<file path="src/rtl/dec_scan_pkg.sv">
// Shared types and helpers for the dec_scan_n decoder/scanner.
package dec_scan_pkg;

    typedef enum logic [1:0] {
        ST_IDLE,
        ST_DIRECT,
        ST_SCAN
    } state_e;

    // Widest channel count the search helper supports (N <= 6).
    localparam int unsigned MAX_CH = 64;

    // Cyclic search from cur+1 for the first channel whose mask bit is clear.
    // Returns the channel index, or -1 when every channel is masked.
    function automatic int next_unmasked(input int unsigned cur,
                                         input logic [MAX_CH-1:0] mask,
                                         input int unsigned nch);
        int res;
        int unsigned j;
        res = -1;
        for (int unsigned k = 1; k <= MAX_CH; k++) begin
            j = (cur + k) % nch;
            if (res < 0 && k <= nch && !mask[j]) begin
                res = int'(j);
            end
        end
        return res;
    endfunction

endpackage

</file>
<file path="src/rtl/dec_scan_n_onehot.sv">
// Combinational N-to-2^N one-hot decoder with enable.
module dec_onehot #(
    parameter int N = 3
) (
    input  logic [N-1:0]      sel_i,
    input  logic              en_i,
    output logic [2**N-1:0]   dec_o
);

    always_comb begin
        dec_o = '0;
        if (en_i) begin
            dec_o[sel_i] = 1'b1;
        end
    end

endmodule

</file>
<file path="src/rtl/dec_scan_n.sv">
// Registered one-hot decoder with DIRECT and auto-SCAN modes.
// Optional skip-mask support is enabled by defining DEC_SCAN_SKIP_MASK_EN.
module dec_scan_n
    import dec_scan_pkg::*;
#(
    parameter int N  = 3,
    parameter int DW = 8
) (
    input  logic              clk,
    input  logic              rst,
    input  logic              en,
    input  logic              mode,
    input  logic [N-1:0]      in,
    input  logic [DW-1:0]     dwell,
`ifdef DEC_SCAN_SKIP_MASK_EN
    input  logic [2**N-1:0]   skip_mask,
`endif
    output logic [2**N-1:0]   out,
    output logic [N-1:0]      idx,
    output logic              wrap
);

    localparam int NCH = 2**N;

    state_e            state_q, state_d;
    logic [N-1:0]      idx_q, idx_d;
    logic [DW-1:0]     cnt_q, cnt_d;
    logic              wrap_q, wrap_d;
    logic              resume_q, resume_d;
    logic [NCH-1:0]    out_q;
    logic [NCH-1:0]    dec_w;
    logic [NCH-1:0]    mask_w;
    logic [MAX_CH-1:0] mask_ext;
    logic              dec_en;
    int                nxt;
    logic [N-1:0]      nxt_idx;

`ifdef DEC_SCAN_SKIP_MASK_EN
    assign mask_w = skip_mask;
`else
    assign mask_w = '0;
`endif

    always_comb begin
        mask_ext = '0;
        mask_ext[NCH-1:0] = mask_w;
        nxt      = next_unmasked(32'(idx_q), mask_ext, NCH);
        nxt_idx  = nxt[N-1:0];

        state_d  = ST_IDLE;
        idx_d    = idx_q;
        cnt_d    = '0;
        wrap_d   = 1'b0;
        resume_d = resume_q;

        if (!en) begin
            state_d = ST_IDLE;
        end else if (!mode) begin
            state_d  = ST_DIRECT;
            idx_d    = in;
            resume_d = 1'b0;
        end else begin
            state_d  = ST_SCAN;
            resume_d = 1'b1;
            if (state_q != ST_SCAN) begin
                // Re-entry after a pause keeps the held index; any other entry loads in.
                if (!(state_q == ST_IDLE && resume_q)) begin
                    idx_d = in;
                end
            end else if (cnt_q >= dwell) begin
                if (nxt >= 0) begin
                    idx_d  = nxt_idx;
                    wrap_d = (nxt_idx <= idx_q);
                end
            end else begin
                cnt_d = cnt_q + 1'b1;
            end
        end
    end

    assign dec_en = (state_d != ST_IDLE) && !mask_w[idx_d];

    dec_onehot #(.N(N)) u_dec (
        .sel_i (idx_d),
        .en_i  (dec_en),
        .dec_o (dec_w)
    );

    always_ff @(posedge clk) begin
        if (rst) begin
            state_q  <= ST_IDLE;
            idx_q    <= '0;
            cnt_q    <= '0;
            wrap_q   <= 1'b0;
            resume_q <= 1'b0;
            out_q    <= '0;
        end else begin
            state_q  <= state_d;
            idx_q    <= idx_d;
            cnt_q    <= cnt_d;
            wrap_q   <= wrap_d;
            resume_q <= resume_d;
            out_q    <= dec_w;
        end
    end

    assign out  = out_q;
    assign idx  = idx_q;
    assign wrap = wrap_q;

endmodule

</file>
<file path="config.mk">
export PLATFORM = sky130hd
export DESIGN_NAME = dec_scan_n
export DESIGN_NICKNAME = d
export VERILOG_FILES = /design/src/rtl/dec_scan_pkg.sv /design/src/rtl/dec_scan_n_onehot.sv /design/src/rtl/dec_scan_n.sv
export SDC_FILE = /design/constraint.sdc
export NUM_CORES = 1
export LEC_CHECK = 0
export BUFFER_PORTS_ARGS = -buffer_cell sky130_fd_sc_hd__buf_2
export CORE_AREA = 2 2 60 62
export CTS_CLUSTER_SIZE = 20
export DETAILED_ROUTE_END_ITERATION = 8
export DIE_AREA = 0 0 62 64
export PLACE_DENSITY = 0.62
export SYNTH_ARGS = -nofsm -noshare
export SYNTH_HDL_FRONTEND = slang
export SYNTH_SLANG_ARGS = --single-unit
</file>
<file path="constraint.sdc">
create_clock -name clk -period 1.9 [get_ports clk]
set_clock_uncertainty 0.05 [all_clocks]
set_input_delay 0.38 -clock clk [delete_from_list [all_inputs] [get_ports clk]]
set_output_delay 0.38 -clock clk [all_outputs]
set_load 0.05 [all_outputs]
</file>
Yosys cells after proc, flatten, opt, wreduce, memory -nomap -nowiden

Memory sizes are Yosys's and may differ from the RTL's.
Index checks and enable logic that the tools add are counted.

Reductions and logical operators: 23
Add/subtract/negate cells: 9
Equality and inequality tests: 1
Mux-type cells: 28
Order comparisons: 20
Bitwise operators: 5

Operator list:

| operator                                                                       | count |
|---|---|
| 32-bit 2-to-1 mux                                                              | 8 |
| 32-bit by 1-bit less-than comparator with 1-bit output (second input constant) | 7 |
| 3-bit by 7-bit less-than comparator with 1-bit output (second input constant)  | 8 |
| 32-bit by 1-bit >= comparator with 1-bit output (second input constant)        | 1 |
| 3-bit 2-to-1 mux                                                               | 6 |
| 3-bit adder (second input constant)                                            | 4 |
| 1-bit 2-to-1 mux                                                               | 11 |
| 1-bit logical AND                                                              | 10 |
| 8-bit by 1-bit adder with 8-bit output (second input constant)                 | 1 |
| 8-bit >= comparator                                                            | 1 |
| 1-bit logical NOT                                                              | 8 |
| 3-bit by 1-bit adder with 3-bit output (second input constant)                 | 2 |
| 3-bit by 2-bit adder with 3-bit output (second input constant)                 | 2 |
| 6-bit OR reduction                                                             | 1 |
| 1-bit NOT                                                                      | 5 |
| 5-bit OR reduction                                                             | 1 |
| 3-bit by 4-bit less-than comparator with 1-bit output (second input constant)  | 1 |
| 2-bit 2-to-1 mux                                                               | 2 |
| 1-bit demux with 3-bit select                                                  | 1 |
| 3-bit by 1-bit >= comparator with 1-bit output (second input constant)         | 1 |
| 3-bit <= comparator                                                            | 1 |
| 2-bit logical NOT                                                              | 1 |
| 2-bit != test (second input constant)                                          | 1 |
| 2-bit nonzero test                                                             | 1 |
| 2-bit OR reduction                                                             | 1 |

Memories kept: 9
Bits in registers: 23
Word-level logic and storage cells: 101
Bits in read-only memories: 72

Memory list:

| memory           | words | width | read ports | clocked after Yosys merged registers in | wr ports | RTL line           | source |
|---|---|---|---|---|---|---|---|
| (name not given) | 8     | 1     | 1          | 0                                       | 0        | dec_scan_n.sv:81   | `assign dec_en = (state_d != ST_IDLE) && !mask_w[idx_d];` |
| (name not given) | 8     | 1     | 1          | 0                                       | 0        | dec_scan_pkg.sv:23 | `if (res < 0 && k <= nch && !mask[j]) begin` |
| (name not given) | 8     | 1     | 1          | 0                                       | 0        | dec_scan_pkg.sv:23 |  |
| (name not given) | 8     | 1     | 1          | 0                                       | 0        | dec_scan_pkg.sv:23 |  |
| (name not given) | 8     | 1     | 1          | 0                                       | 0        | dec_scan_pkg.sv:23 |  |
| (name not given) | 8     | 1     | 1          | 0                                       | 0        | dec_scan_pkg.sv:23 |  |
| +3 memories      | --    | --    | --         | --                                      | --       | --                 |  |

Logic depth before layout (Yosys ltp)

Gate-level depths: netlist of run 1.

Depth in word-level cells: 37
Gate-level depth with buffers: 8
Depth with buffers taken out: 8

By module

From an unflattened synthesis of run 1, not the netlist that was laid out.

Cell total of the unflattened synthesis: 148
Area, all modules: 1400.1 µm²

By module, submodules not included:

| module     | area each (µm²) | seq. area each (µm²) | cells each | instances |
|---|---|---|---|---|
| dec_scan_n | 1303.8          | 460.4                | 140        | 1 |
| dec_onehot | 96.3            | 0.0                  | 8          | 1 |

Least setup slack after synthesis of run 1

No wires, ideal clock.

Path kind: reg-to-reg
From: register idx_q[1], in the netlist idx[1]
To: register out_q[0], in the netlist out[0]
Cell stages (with the launch flop): 6
Period minus slack after synthesis: 1.993 ns
Path buffers: 0
Slack: -0.093 ns
Arrival: 1.866 ns
Path through: dfxtp_1 inv_1 ha_1 or3b_1 o311a_2 nor3_1

Word-level cells in the longest chain between the ends: 37
Elaborated cells between the ends (all ways): 71

RTL lines:

| what                                                   | RTL line           | source |
|---|---|---|
| start, declared                                        | dec_scan_n.sv:26   | `logic [N-1:0] idx_q, idx_d;` |
| start signal, assigned                                 | dec_scan_n.sv:99   | `idx_q <= idx_d;` |
| 3-bit by 1-bit adder with 3-bit output                 | dec_scan_pkg.sv:22 | `j = (cur + k) % nch;` |
| memory read 8 x 1 bit                                  | --                 |  |
| 1-bit 2-to-1 mux (implied by the code)                 | dec_scan_pkg.sv:23 |  |
| 32-bit 2-to-1 mux                                      | dec_scan_pkg.sv:23 |  |
| 32-bit by 1-bit less-than comparator with 1-bit output | dec_scan_pkg.sv:23 |  |
| 1-bit logical AND                                      | dec_scan_pkg.sv:23 |  |
| 32-bit 2-to-1 mux                                      | dec_scan_pkg.sv:23 |  |
| 32-bit by 1-bit less-than comparator with 1-bit output | dec_scan_pkg.sv:23 |  |
| [... 21 more ...]                                      | --                 |  |
| 3-bit 2-to-1 mux                                       | dec_scan_n.sv:58   | `end else if (!mode) begin` |
| 3-bit 2-to-1 mux *                                     | dec_scan_n.sv:56   | `if (!en) begin` |
| memory read 8 x 1 bit                                  | --                 |  |
| 1-bit 2-to-1 mux (implied by the code)                 | dec_scan_n.sv:81   |  |
| 1-bit logical NOT                                      | dec_scan_n.sv:81   |  |
| 1-bit logical AND                                      | dec_scan_n.sv:81   |  |
| 1-bit NOT (no line)                                    | --                 |  |
| 2-bit OR reduction (no line)                           | --                 |  |
| end signal, assigned                                   | dec_scan_n.sv:103  | `out_q <= dec_w;` |
| end, declared                                          | dec_scan_n.sv:30   | `logic [NCH-1:0] out_q;` |

Every way passes the cells marked *; elsewhere a longest branch is shown, timed or not. The select of a mux whose other input is x is not followed.
A chain may end at the register's enable or synchronous reset.

Worst setup path in the final report of run 1

From: register cnt_q[2]
To: register out_q[2], in the netlist out[2]

Word-level cells in the longest chain between the ends: 11
Elaborated cells between the ends (all ways): 16

RTL lines:

| what                                   | RTL line          | source |
|---|---|---|
| start, declared                        | dec_scan_n.sv:27  | `logic [DW-1:0] cnt_q, cnt_d;` |
| start signal, assigned                 | dec_scan_n.sv:100 | `cnt_q <= cnt_d;` |
| 8-bit >= comparator *                  | dec_scan_n.sv:70  | `end else if (cnt_q >= dwell) begin` |
| 3-bit 2-to-1 mux *                     | dec_scan_n.sv:70  |  |
| 3-bit 2-to-1 mux *                     | dec_scan_n.sv:65  | `if (state_q != ST_SCAN) begin` |
| 3-bit 2-to-1 mux *                     | dec_scan_n.sv:58  |  |
| 3-bit 2-to-1 mux *                     | dec_scan_n.sv:56  |  |
| memory read 8 x 1 bit                  | --                |  |
| 1-bit 2-to-1 mux (implied by the code) | dec_scan_n.sv:81  |  |
| 1-bit logical NOT                      | dec_scan_n.sv:81  |  |
| 1-bit logical AND                      | dec_scan_n.sv:81  |  |
| 1-bit NOT (no line)                    | --                |  |
| 2-bit OR reduction (no line)           | --                |  |

Marked as above.

==> results of run 1 <==
==> worst max-delay path by stage <==
| stage | slack (ns) | endpoint | from |
|---|---|---|---|
| 2_1_floorplan | -0.01 | out[0]$_SDFF_PP0_ | dwell[7] |
| 3_3_place_gp | -0.28 | out[2]$_SDFF_PP0_ | dwell[7] |
| 3_5_place_dp | -0.34 | out[2]$_SDFF_PP0_ | dwell[5] |
| 4_1_cts | -0.1 | out[3]$_SDFF_PP0_ | cnt_q[2]$_SDFF_PP0_ |
| 5_1_grt | -0.20 | out[0]$_SDFF_PP0_ | cnt_q[0]$_SDFF_PP0_ |
| 6_report | -0.08 | out[2]$_SDFF_PP0_ | cnt_q[2]$_SDFF_PP0_ |
==> Yosys cell counts (all sizes together), types with 3 or more instances <==
cell | count | share of area
a21oi | 7 | 0.031
nand3 | 4 | 0.016
xor2 | 5 | 0.035
dfxtp | 23 | 0.37
a211oi | 4 | 0.032
o21ai | 10 | 0.049
nand2 | 7 | 0.021
inv | 15 | 0.045
nor2b | 5 | 0.031
nor3 | 11 | 0.053
ha | 11 | 0.11
nand2b | 3 | 0.015
nor2 | 18 | 0.054
==> stage by stage <==
step,TNS (ns),cell area (um2)
finish,-0.596,1730
global route,-1.70,1730
CTS,-0.796,1710
detailed placement,-3.10,1610
global placement,-2.42,1610
floorplan,-0.0423,1310
==> sequential cells by signal, summed over array words and instances, names as in the netlist <==
name,flops
state_q,2
wrap,1
idx,3
out,8
resume_q,1
cnt_q,8
==> metal layers <==
metal  up-vias  track usage
li1        586            -
met4         0       0.0319
met5         -            0
met2        20        0.276
met1       538        0.198
met3         4       0.0304
==> power groups by stage <==
stage	Combinational [mW]	Sequential [mW]	Clock, mW
after CTS	0.203	0.513	0.246
after global routing	0.226	0.516	0.268
after floorplan	0.0975	0.555	0
after detailed placement	0.188	0.524	0
final	0.207	0.513	0.239
after global placement	0.184	0.523	0
==> layout by cell type (no fill, tap or decap), types with 4 or more instances in the layout <==
master,Yosys,final
buf_2,0,26
dfxtp_1,23,20
nor2_1,18,17
inv_1,15,15
buf_4,1,15
ha_1,11,9
o21ai_0,7,7
nand2_1,7,5
nor3_2,0,5
xor2_1,5,5
a21oi_1,6,4
nor3_1,10,4
nand3_1,4,4
==> cell type report <==
cell class	count	area (um2)	share of cell area
Inverter	15	56.3	0.0326
Sequential cell	23	464	0.269
Tap cell	46	57.6	0.0334
Clock inverter	1	5.00	0.00290
Clock buffer	3	22.5	0.0131
Multi-Input combinational cell	105	866	0.502
Timing Repair Buffer	42	254	0.147
==> cell families after synthesis <==
group                    synth area share
buffers and inverters              0.0506
XOR/XNOR                           0.0487
flip-flops                          0.365
AO/OA/AOI/OAI                       0.177
adder cells (fa/ha/maj)             0.109
AND/OR/NAND/NOR                     0.249
==> repair_timing <==
action                                  CTS  global route
pin swaps                                 2             1
gates resized for setup                  14             4
endpoints found under the setup margin   10            10
==> flow_metrics.py, run 1 <==
metrics = {
    "yosys": {
        "synth_cells": 144,
        "synth_edf_count": 0,
        "syn_area_um2": 1260,
        "synth_warnings": 0,
        "synthFlopType": "dfxtp_1",
        "seq_area_frac_synth": 0.365,
        "async_reset_ff_frac": 0,
        "synth_cell_types": 35,
        "ys_ff_latch": 23,
        "syn_avg_cell_area_um2": 8.75,
        "synth_nets": 170,
    },
    "pwr": {
        "seqPwrFrac": 0.535,
        "total_power_mw": 0.960,
        "power.internal_mw": 0.656,
        "p_sw_mw": 0.304,
        "p_comb_frac": 0.216,
        "p_leak_nw": 0.764,
        "switching_share": 0.317,
        "pwr-share-clk": 0.249,
        "ir_worst_vdd_uv": 497,
        "p_per_area_nw_per_um2": 556,
    },
    "min_path": {
        "hp-class": "in2reg",
        "min_to": "idx[2]$_SDFF_PP0_",
        "hold_path.startpoint": "rst",
        "hold_depth": 2,
    },
    "route": {
        "routed.top_layer": "met4",
        "drtIter0Drc": 37,
        "avgViaCountPerCell": 4.89,
        "routed_wl_mm": 2.79,
        "wl_met2_mm": 1.44,
        "drc": 0,
        "wl_met1_mm": 1.24,
        "met3_length_um": 80,
        "ant_nets": 0,
        "route.detailed.wl_per_inst_um": 11.9,
        "firstDrtPassIters": 4,
        "vias": 1148,
    },
    "timing": {
        "maxSlewViolCount": 0,
        "fmax_ghz": 0.504,
        "slew_headroom": 0.663,
        "finalHoldViolCount": 0,
        "period_minus_slack_ns": 1.98,
        "fin_crit_sh": 1.04,
        "setup_viol_count_final": 10,
        "worstMarginPinSlew_ns": 0.500,
        "rsz0062_at_grt": "yes",
        "layout_setup_ws_ns": -0.0844,
        "finalHoldWorstSlack_ns": 0.212,
    },
    "setup_path": {
        "critPathMaxFanout": 4,
        "critical_path_class": "reg2reg",
        "reg2reg_slack_ns": -0.08,
        "start_kind": "flop",
        "crit_family": "compound AO/OA/AOI/OAI gates",
        "r2r_cells": 8,
        "crit_cells": 8,
        "r2r_end": "out[2]$_SDFF_PP0_",
        "worstPathCellList": "ha_4 -> a211oi_2 -> o21ai_2 -> a21o_2 -> buf_6 -> a211oi_4 -> nand2_2 -> nor3_2",
        "critPathBufInv": 1,
        "arrival_ns": 2.19,
        "crit_path_top_delay_cell": "dfxtp_2",
        "critical-path-max-stage-delay_ns": 0.36,
        "timing.rr.start": "cnt_q[2]$_SDFF_PP0_",
        "critical_path_required_ns": 2.11,
        "cp-end-kind": "flop",
    },
    "global_route": {
        "gr-usage-all-layers": 0.159,
        "antenna_found_initial": 0,
        "grt_max_degree": 14,
        "first_global_vias": 1125,
        "grt-ovfl-total": 0,
        "grt_first_pass_wirelength_mm": 4.84,
    },
    "final_layout": {
        "area_growth_pct": 36.9,
        "instances_no_fill": 235,
        "n_fill_cell": 327,
        "num_antenna_cells": 0,
        "fin_nets": 216,
        "final_layout_size_suffix_gt1_frac": 0.429,
        "finalCoreUtilization": 0.525,
    },
    "clock_network": {
        "clockBufferDepth": 2,
        "clockRootBuffer": "clkbuf_4",
        "cts_tree": "done",
        "cts_sinks": 23,
        "htreeDepth": 1,
        "clkLatencyLatePin_ns": 0.32,
        "cts_hold_buf": 0,
        "postCtsSetupRepairBufs": 0,
        "cts-buffers-inserted": 3,
        "clkTransAtPathRegs_ns": 0.14,
    },
    "placement": {
        "placed_cells": 231,
        "dp_hpwl_mm": 2.21,
        "port_buffers": 26,
        "post-place-ws_ns": -0.342,
        "gp_congestion": 0.810,
    },
    "floorplanning": {
        "start_util": 0.384,
        "die_area_um2": 3970,
        "rows": 21,
        "fp.dieH_um": 64,
        "core_um2": 3280,
        "die_x_um": 62,
        "ios": 27,
    },
    "outcome": {
        "violations": "negative setup slack",
        "status": "finished, violations left",
    },
    "job": {
        "max_cap_violations": 0,
    },
}
No activity file was read; power rests on OpenSTA's default activity.
==> inputs of run 2 (changes only) <==
- TNS_END_PERCENT: default -> 1
==> run 2 against run 1 <==
The flow still finishes with violations (negative setup slack). Critical path depth down 1. First-iteration DRC count grew 16%. Clock power fell by 5%. Via count is 0.26% higher. Utilization grew 4.8 points. Sequential share of layout area shrank 1.9 points. Worst setup slack improved by 0.022 ns. Combinational power is 14% higher. Critical path type unchanged. Critical endpoint unchanged. Highest routed layer unchanged.
==> flow_metrics.py, run 2 (same netlist as run 1, synthesis figures left out) <==
metrics = {
    "timing": {
        "slew_headroom": 0.615,
        "maxSlewViolCount": 0,
        "period_minus_slack_ns": 1.96,
        "final.setup.tns_ns": -0.398,
        "worstMarginPinSlew_ns": 0.572,
        "finalHoldViolCount": 0,
        "setup_viol_count_final": 10,
        "fmax_ghz": 0.510,
        "rsz0062_at_grt": "yes",
        "layout_setup_ws_ns": -0.0626,
        "fin_crit_sh": 1.03,
    },
    "route": {
        "wl_met1_mm": 1.22,
        "wl_met2_mm": 1.61,
        "met3_length_um": 96,
        "firstDrtPassIters": 4,
        "routed_wl_mm": 2.95,
        "route.detailed.wl_per_inst_um": 12.6,
        "drc": 0,
        "ant_nets": 0,
        "avgViaCountPerCell": 4.90,
        "routed.top_layer": "met4",
        "vias": 1151,
        "drtIter0Drc": 43,
    },
    "clock_network": {
        "cts_hold_buf": 0,
        "clockRootBuffer": "clkbuf_4",
        "cts-buffers-inserted": 3,
        "clockBufferDepth": 2,
        "htreeDepth": 1,
        "clkLatencyLatePin_ns": 0.31,
        "cts_tree": "done",
        "cts_sinks": 23,
        "clkTransAtPathRegs_ns": 0.13,
    },
    "pwr": {
        "p_leak_nw": 0.789,
        "ir_worst_vdd_uv": 589,
        "p_per_area_nw_per_um2": 519,
    },
    "final_layout": {
        "n_fill_cell": 304,
        "instances_no_fill": 235,
        "layout_common_cells": "buf_2, nor2_1, inv_1, dfxtp_1, buf_4",
        "multiInputGateArea_um2": 1010,
        "area_growth_pct": 49.5,
        "layout_commonest_cell": "buf_2",
        "num_antenna_cells": 0,
        "postLayoutCellArea_um2": 1880,
        "layout.area.seq_um2": 472,
        "final_layout_size_suffix_gt1_frac": 0.519,
        "fin_nets": 216,
    },
    "floorplanning": {
        "die_x_um": 62,
        "ios": 27,
        "start_util": 0.384,
        "rows": 21,
        "core_um2": 3280,
        "die_area_um2": 3970,
        "fp.dieH_um": 64,
    },
    "outcome": {
        "violations": "negative setup slack",
        "status": "finished, violations left",
    },
    "global_route": {
        "antenna_found_initial": 0,
        "grt_max_degree": 14,
        "grt-ovfl-total": 0,
        "gr-usage-all-layers": 0.164,
        "first_global_vias": 1150,
        "grt_first_pass_wirelength_mm": 4.91,
    },
    "placement": {
        "placed_cells": 229,
        "port_buffers": 26,
        "gp_congestion": 0.808,
        "place_area_um2": 1560,
        "post-place-ws_ns": -0.320,
        "dp_hpwl_mm": 2.19,
    },
    "setup_path": {
        "critical_path_class": "reg2reg",
        "cp-end-kind": "flop",
        "critical_path_required_ns": 2.11,
        "critPathMaxFanout": 4,
        "reg2reg_slack_ns": -0.06,
        "r2r_end": "out[2]$_SDFF_PP0_",
        "arrival_ns": 2.17,
        "start_kind": "flop",
        "r2r_cells": 7,
        "timing.rr.start": "cnt_q[1]$_SDFF_PP0_",
    },
    "min_path": {
        "hp-class": "in2reg",
        "hold_path.startpoint": "rst",
        "hold_depth": 2,
        "min_to": "idx[1]$_SDFF_PP0_",
    },
    "job": {
        "max_cap_violations": 0,
    },
}
run 2: cell counts in the layout (fill, tap and decap cells not counted):
Identical to the previous run, type by type.
run 2: per-stage QoR:
stage / hold slack [ns] / total power, mW / util
after floorplan: 0.387 / 0.646 / -
after global placement: 0.470 / 0.699 / 0.474
after detailed placement: 0.473 / 0.705 / 0.474
after CTS: 0.215 / 0.974 / 0.549
after global routing: 0.214 / 1.03 / 0.573
final: 0.217 / 0.977 / 0.573
run 2: timing repair:
item / in CTS / in global routing
pin swaps: 19 / 9
gates resized for setup: 38 / 13
setup buffers: 0 / 2
setup endpoints to repair: 10 / 12
run 2: how the worst max path moves through the flow:
stage	start	slack, ns	cells past startpoint	to
after floorplan	dwell[2]	-0.05	8	out[3]$_SDFF_PP0_
after global placement	dwell[3]	-0.25	10	out[3]$_SDFF_PP0_
after detailed placement	dwell[2]	-0.32	9	out[7]$_SDFF_PP0_
after CTS	cnt_q[0]$_SDFF_PP0_	-0.05	9	out[7]$_SDFF_PP0_
after global routing	cnt_q[1]$_SDFF_PP0_	-0.14	7	out[7]$_SDFF_PP0_
final	cnt_q[1]$_SDFF_PP0_	-0.06	7	out[2]$_SDFF_PP0_
run 2: metal layers:
| layer | global-route usage | vias up |
|---|---|---|
| met2 | 0.298 | 18 |
| met4 | 0.0399 | 0 |
| met1 | 0.184 | 543 |
| met3 | 0.0364 | 4 |
| met5 | 0 | - |
| li1 | - | 586 |
run 2: final cells by class:
class	instances	area share
multi-input cells	105	0.538
flip-flops and latches	23	0.250
repair buffers	42	0.137
well taps	46	0.0306
inverters	15	0.0299
clock buffers	3	0.0120
clock inverters	1	0.00266
run 2: power by group:
part	total [mW]	internal (mW)	switching [mW]	leakage [nW]
logic	0.236	0.0957	0.140	0.580
clock network	0.228	0.0788	0.149	0.0177
registers	0.513	0.495	0.0180	0.191
total	0.977	0.670	0.307	0.789
run 2: worst max-delay path: stages, from the launching register on:
cell and delay (ns):
dfxtp_2 0.34, ha_1 0.20, a211oi_4 0.28, o21ai_4 0.13
a21o_4 0.26, a211oi_4 0.31, nand2_2 0.14, nor3_2 0.19
==> inputs of run 3 (changes only) <==
- RECOVER_POWER: default -> 25
==> run 3 against run 2 <==
The flow still finishes with violations (negative setup slack). Flip-flop and latch count stayed put. Count of clock-buffer cells in the layout stayed put. Non-clock buffer count stayed put. Register-to-register slack hardly changed. Sequential share of layout area is 0.050 points higher. Largest cell class unchanged.
==> flow_metrics.py, run 3 (same netlist as run 1, synthesis figures left out) <==
metrics = {
    "floorplanning": {
        "die_x_um": 62,
        "fp.dieH_um": 64,
        "die_area_um2": 3970,
        "rows": 21,
        "start_util": 0.384,
        "ios": 27,
        "core_um2": 3280,
    },
    "min_path": {
        "hp-class": "in2reg",
    },
    "final_layout": {
        "layout_common_cells": "buf_2, nor2_1, inv_1, dfxtp_1, buf_4",
        "layout_commonest_cell": "buf_2",
        "multiInputGateArea_um2": 1010,
        "finalCoreUtilization": 0.572,
        "layout.area.seq_um2": 472,
        "num_antenna_cells": 0,
        "fin_nets": 216,
        "area_growth_pct": 49.2,
        "n_fill_cell": 304,
        "final_layout_size_suffix_gt1_frac": 0.503,
    },
    "timing": {
        "maxSlewViolCount": 0,
        "setup_viol_count_final": 10,
        "layout_setup_ws_ns": -0.0626,
        "worstMarginPinSlew_ns": 0.572,
        "period_minus_slack_ns": 1.96,
        "fin_crit_sh": 1.03,
        "slew_headroom": 0.614,
        "finalHoldViolCount": 0,
        "fmax_ghz": 0.510,
        "rsz0062_at_grt": "yes",
    },
    "pwr": {
        "ir_worst_vdd_uv": 589,
        "p_sw_mw": 0.307,
        "seqPwrFrac": 0.526,
        "switching_share": 0.315,
        "p_comb_frac": 0.241,
        "p_per_area_nw_per_um2": 519,
        "p_leak_nw": 0.778,
        "power.internal_mw": 0.669,
        "pwr-share-clk": 0.234,
        "total_power_mw": 0.976,
    },
    "route": {
        "avgViaCountPerCell": 4.90,
        "routed_wl_mm": 2.96,
        "route.detailed.wl_per_inst_um": 12.6,
        "vias": 1151,
        "ant_nets": 0,
        "firstDrtPassIters": 4,
        "drc": 0,
        "drtIter0Drc": 43,
    },
    "setup_path": {
        "worstPathCellList": "ha_1 -> a211oi_4 -> o21ai_4 -> a21o_4 -> a211oi_4 -> nand2_2 -> nor3_2",
        "crit_path_top_delay_cell": "dfxtp_2",
        "start_kind": "flop",
        "critPathMaxFanout": 4,
        "critPathBufInv": 0,
        "arrival_ns": 2.17,
        "cp-end-kind": "flop",
        "crit_family": "compound AO/OA/AOI/OAI gates",
        "critical_path_class": "reg2reg",
        "cpMostUsedCell": "a211oi_4",
        "critical-path-max-stage-delay_ns": 0.34,
        "critical_path_required_ns": 2.11,
    },
    "global_route": {
        "first_global_vias": 1150,
        "grt_first_pass_wirelength_mm": 4.91,
        "grt-ovfl-total": 0,
        "antenna_found_initial": 0,
        "grt_max_degree": 14,
        "gr-usage-all-layers": 0.164,
    },
    "clock_network": {
        "cts_sinks": 23,
        "cts-buffers-inserted": 3,
        "cts_hold_buf": 0,
        "clkTransAtPathRegs_ns": 0.13,
        "clkLatencyLatePin_ns": 0.31,
        "clockRootBuffer": "clkbuf_4",
        "cts_tree": "done",
        "clockBufferDepth": 2,
        "htreeDepth": 1,
    },
    "placement": {
        "port_buffers": 26,
        "dp_hpwl_mm": 2.19,
        "post-place-ws_ns": -0.320,
        "gp_congestion": 0.808,
    },
    "outcome": {
        "status": "finished, violations left",
        "violations": "negative setup slack",
    },
    "job": {
        "max_cap_violations": 0,
    },
}
==> run 3: changes by cell type in the layout (fill, tap and decap cells not counted), sizes merged <==
cell    change
buf         -3
clkbuf      +3
==> run 3: worst paths after layout <==
path,start,endpoint,slack [ns],cells past startpoint
worst max-delay path,cnt_q[1]$_SDFF_PP0_,out[2]$_SDFF_PP0_,-0.06,7
worst min-delay path,rst,idx[1]$_SDFF_PP0_,0.22,2
worst max register to register,cnt_q[1]$_SDFF_PP0_,out[2]$_SDFF_PP0_,-0.06,7
worst min register to register,cnt_q[0]$_SDFF_PP0_,cnt_q[0]$_SDFF_PP0_,0.48,2
==> run 3: what timing repair did <==
item                                    CTS  global route
pin swaps                                19             9
endpoints found under the setup margin   10            12
resized for setup                        38            13
setup buffers                             0             2
cloned                                    0             0
==> run 3: power by group through the flow <==
| stage | Combinational [mW] | Clock [mW] | Sequential, mW |
|---|---|---|---|
| after floorplan | 0.0920 | 0 | 0.554 |
| after global placement | 0.177 | 0 | 0.522 |
| after detailed placement | 0.182 | 0 | 0.523 |
| after CTS | 0.220 | 0.241 | 0.513 |
| after global routing | 0.256 | 0.260 | 0.516 |
| final | 0.235 | 0.228 | 0.513 |
==> run 3: routing by layer <==
layer / up-vias / GRT usage / share of wire
met5: - / 0 / 0
li1: 586 / - / -
met4: 0 / 0.0399 / 0.0091
met2: 18 / 0.298 / 0.54
met3: 4 / 0.0364 / 0.032
met1: 543 / 0.184 / 0.41
==> run 3: through the flow <==
step / area [um2] / instances / TNS, ns / hold slack (ns)
2_1_floorplan: 1270 / 144 / -0.212 / 0.387
4_1_cts: 1800 / 233 / -0.306 / 0.215
3_5_place_dp: 1560 / 229 / -3.04 / 0.473
3_3_place_gp: 1560 / 229 / -2.25 / 0.470
5_1_grt: 1880 / 235 / -1.28 / 0.214
6_report: 1880 / 235 / -0.398 / 0.217
==> run 3: layout make-up <==
| type | instances | area share |
|---|---|---|
| clock buffers | 3 | 0.0120 |
| clock inverters | 1 | 0.00266 |
| inverters | 15 | 0.0300 |
| multi-input cells | 105 | 0.539 |
| flip-flops and latches | 23 | 0.251 |
| well taps | 46 | 0.0306 |
| repair buffers | 42 | 0.135 |
==> run 3: worst register-to-register path, cell delays in order, from the launching register on <==
cell,delay (ns)
dfxtp_2,0.34
ha_1,0.20
a211oi_4,0.28
o21ai_4,0.13
a21o_4,0.26
a211oi_4,0.31
nand2_2,0.14
nor3_2,0.19
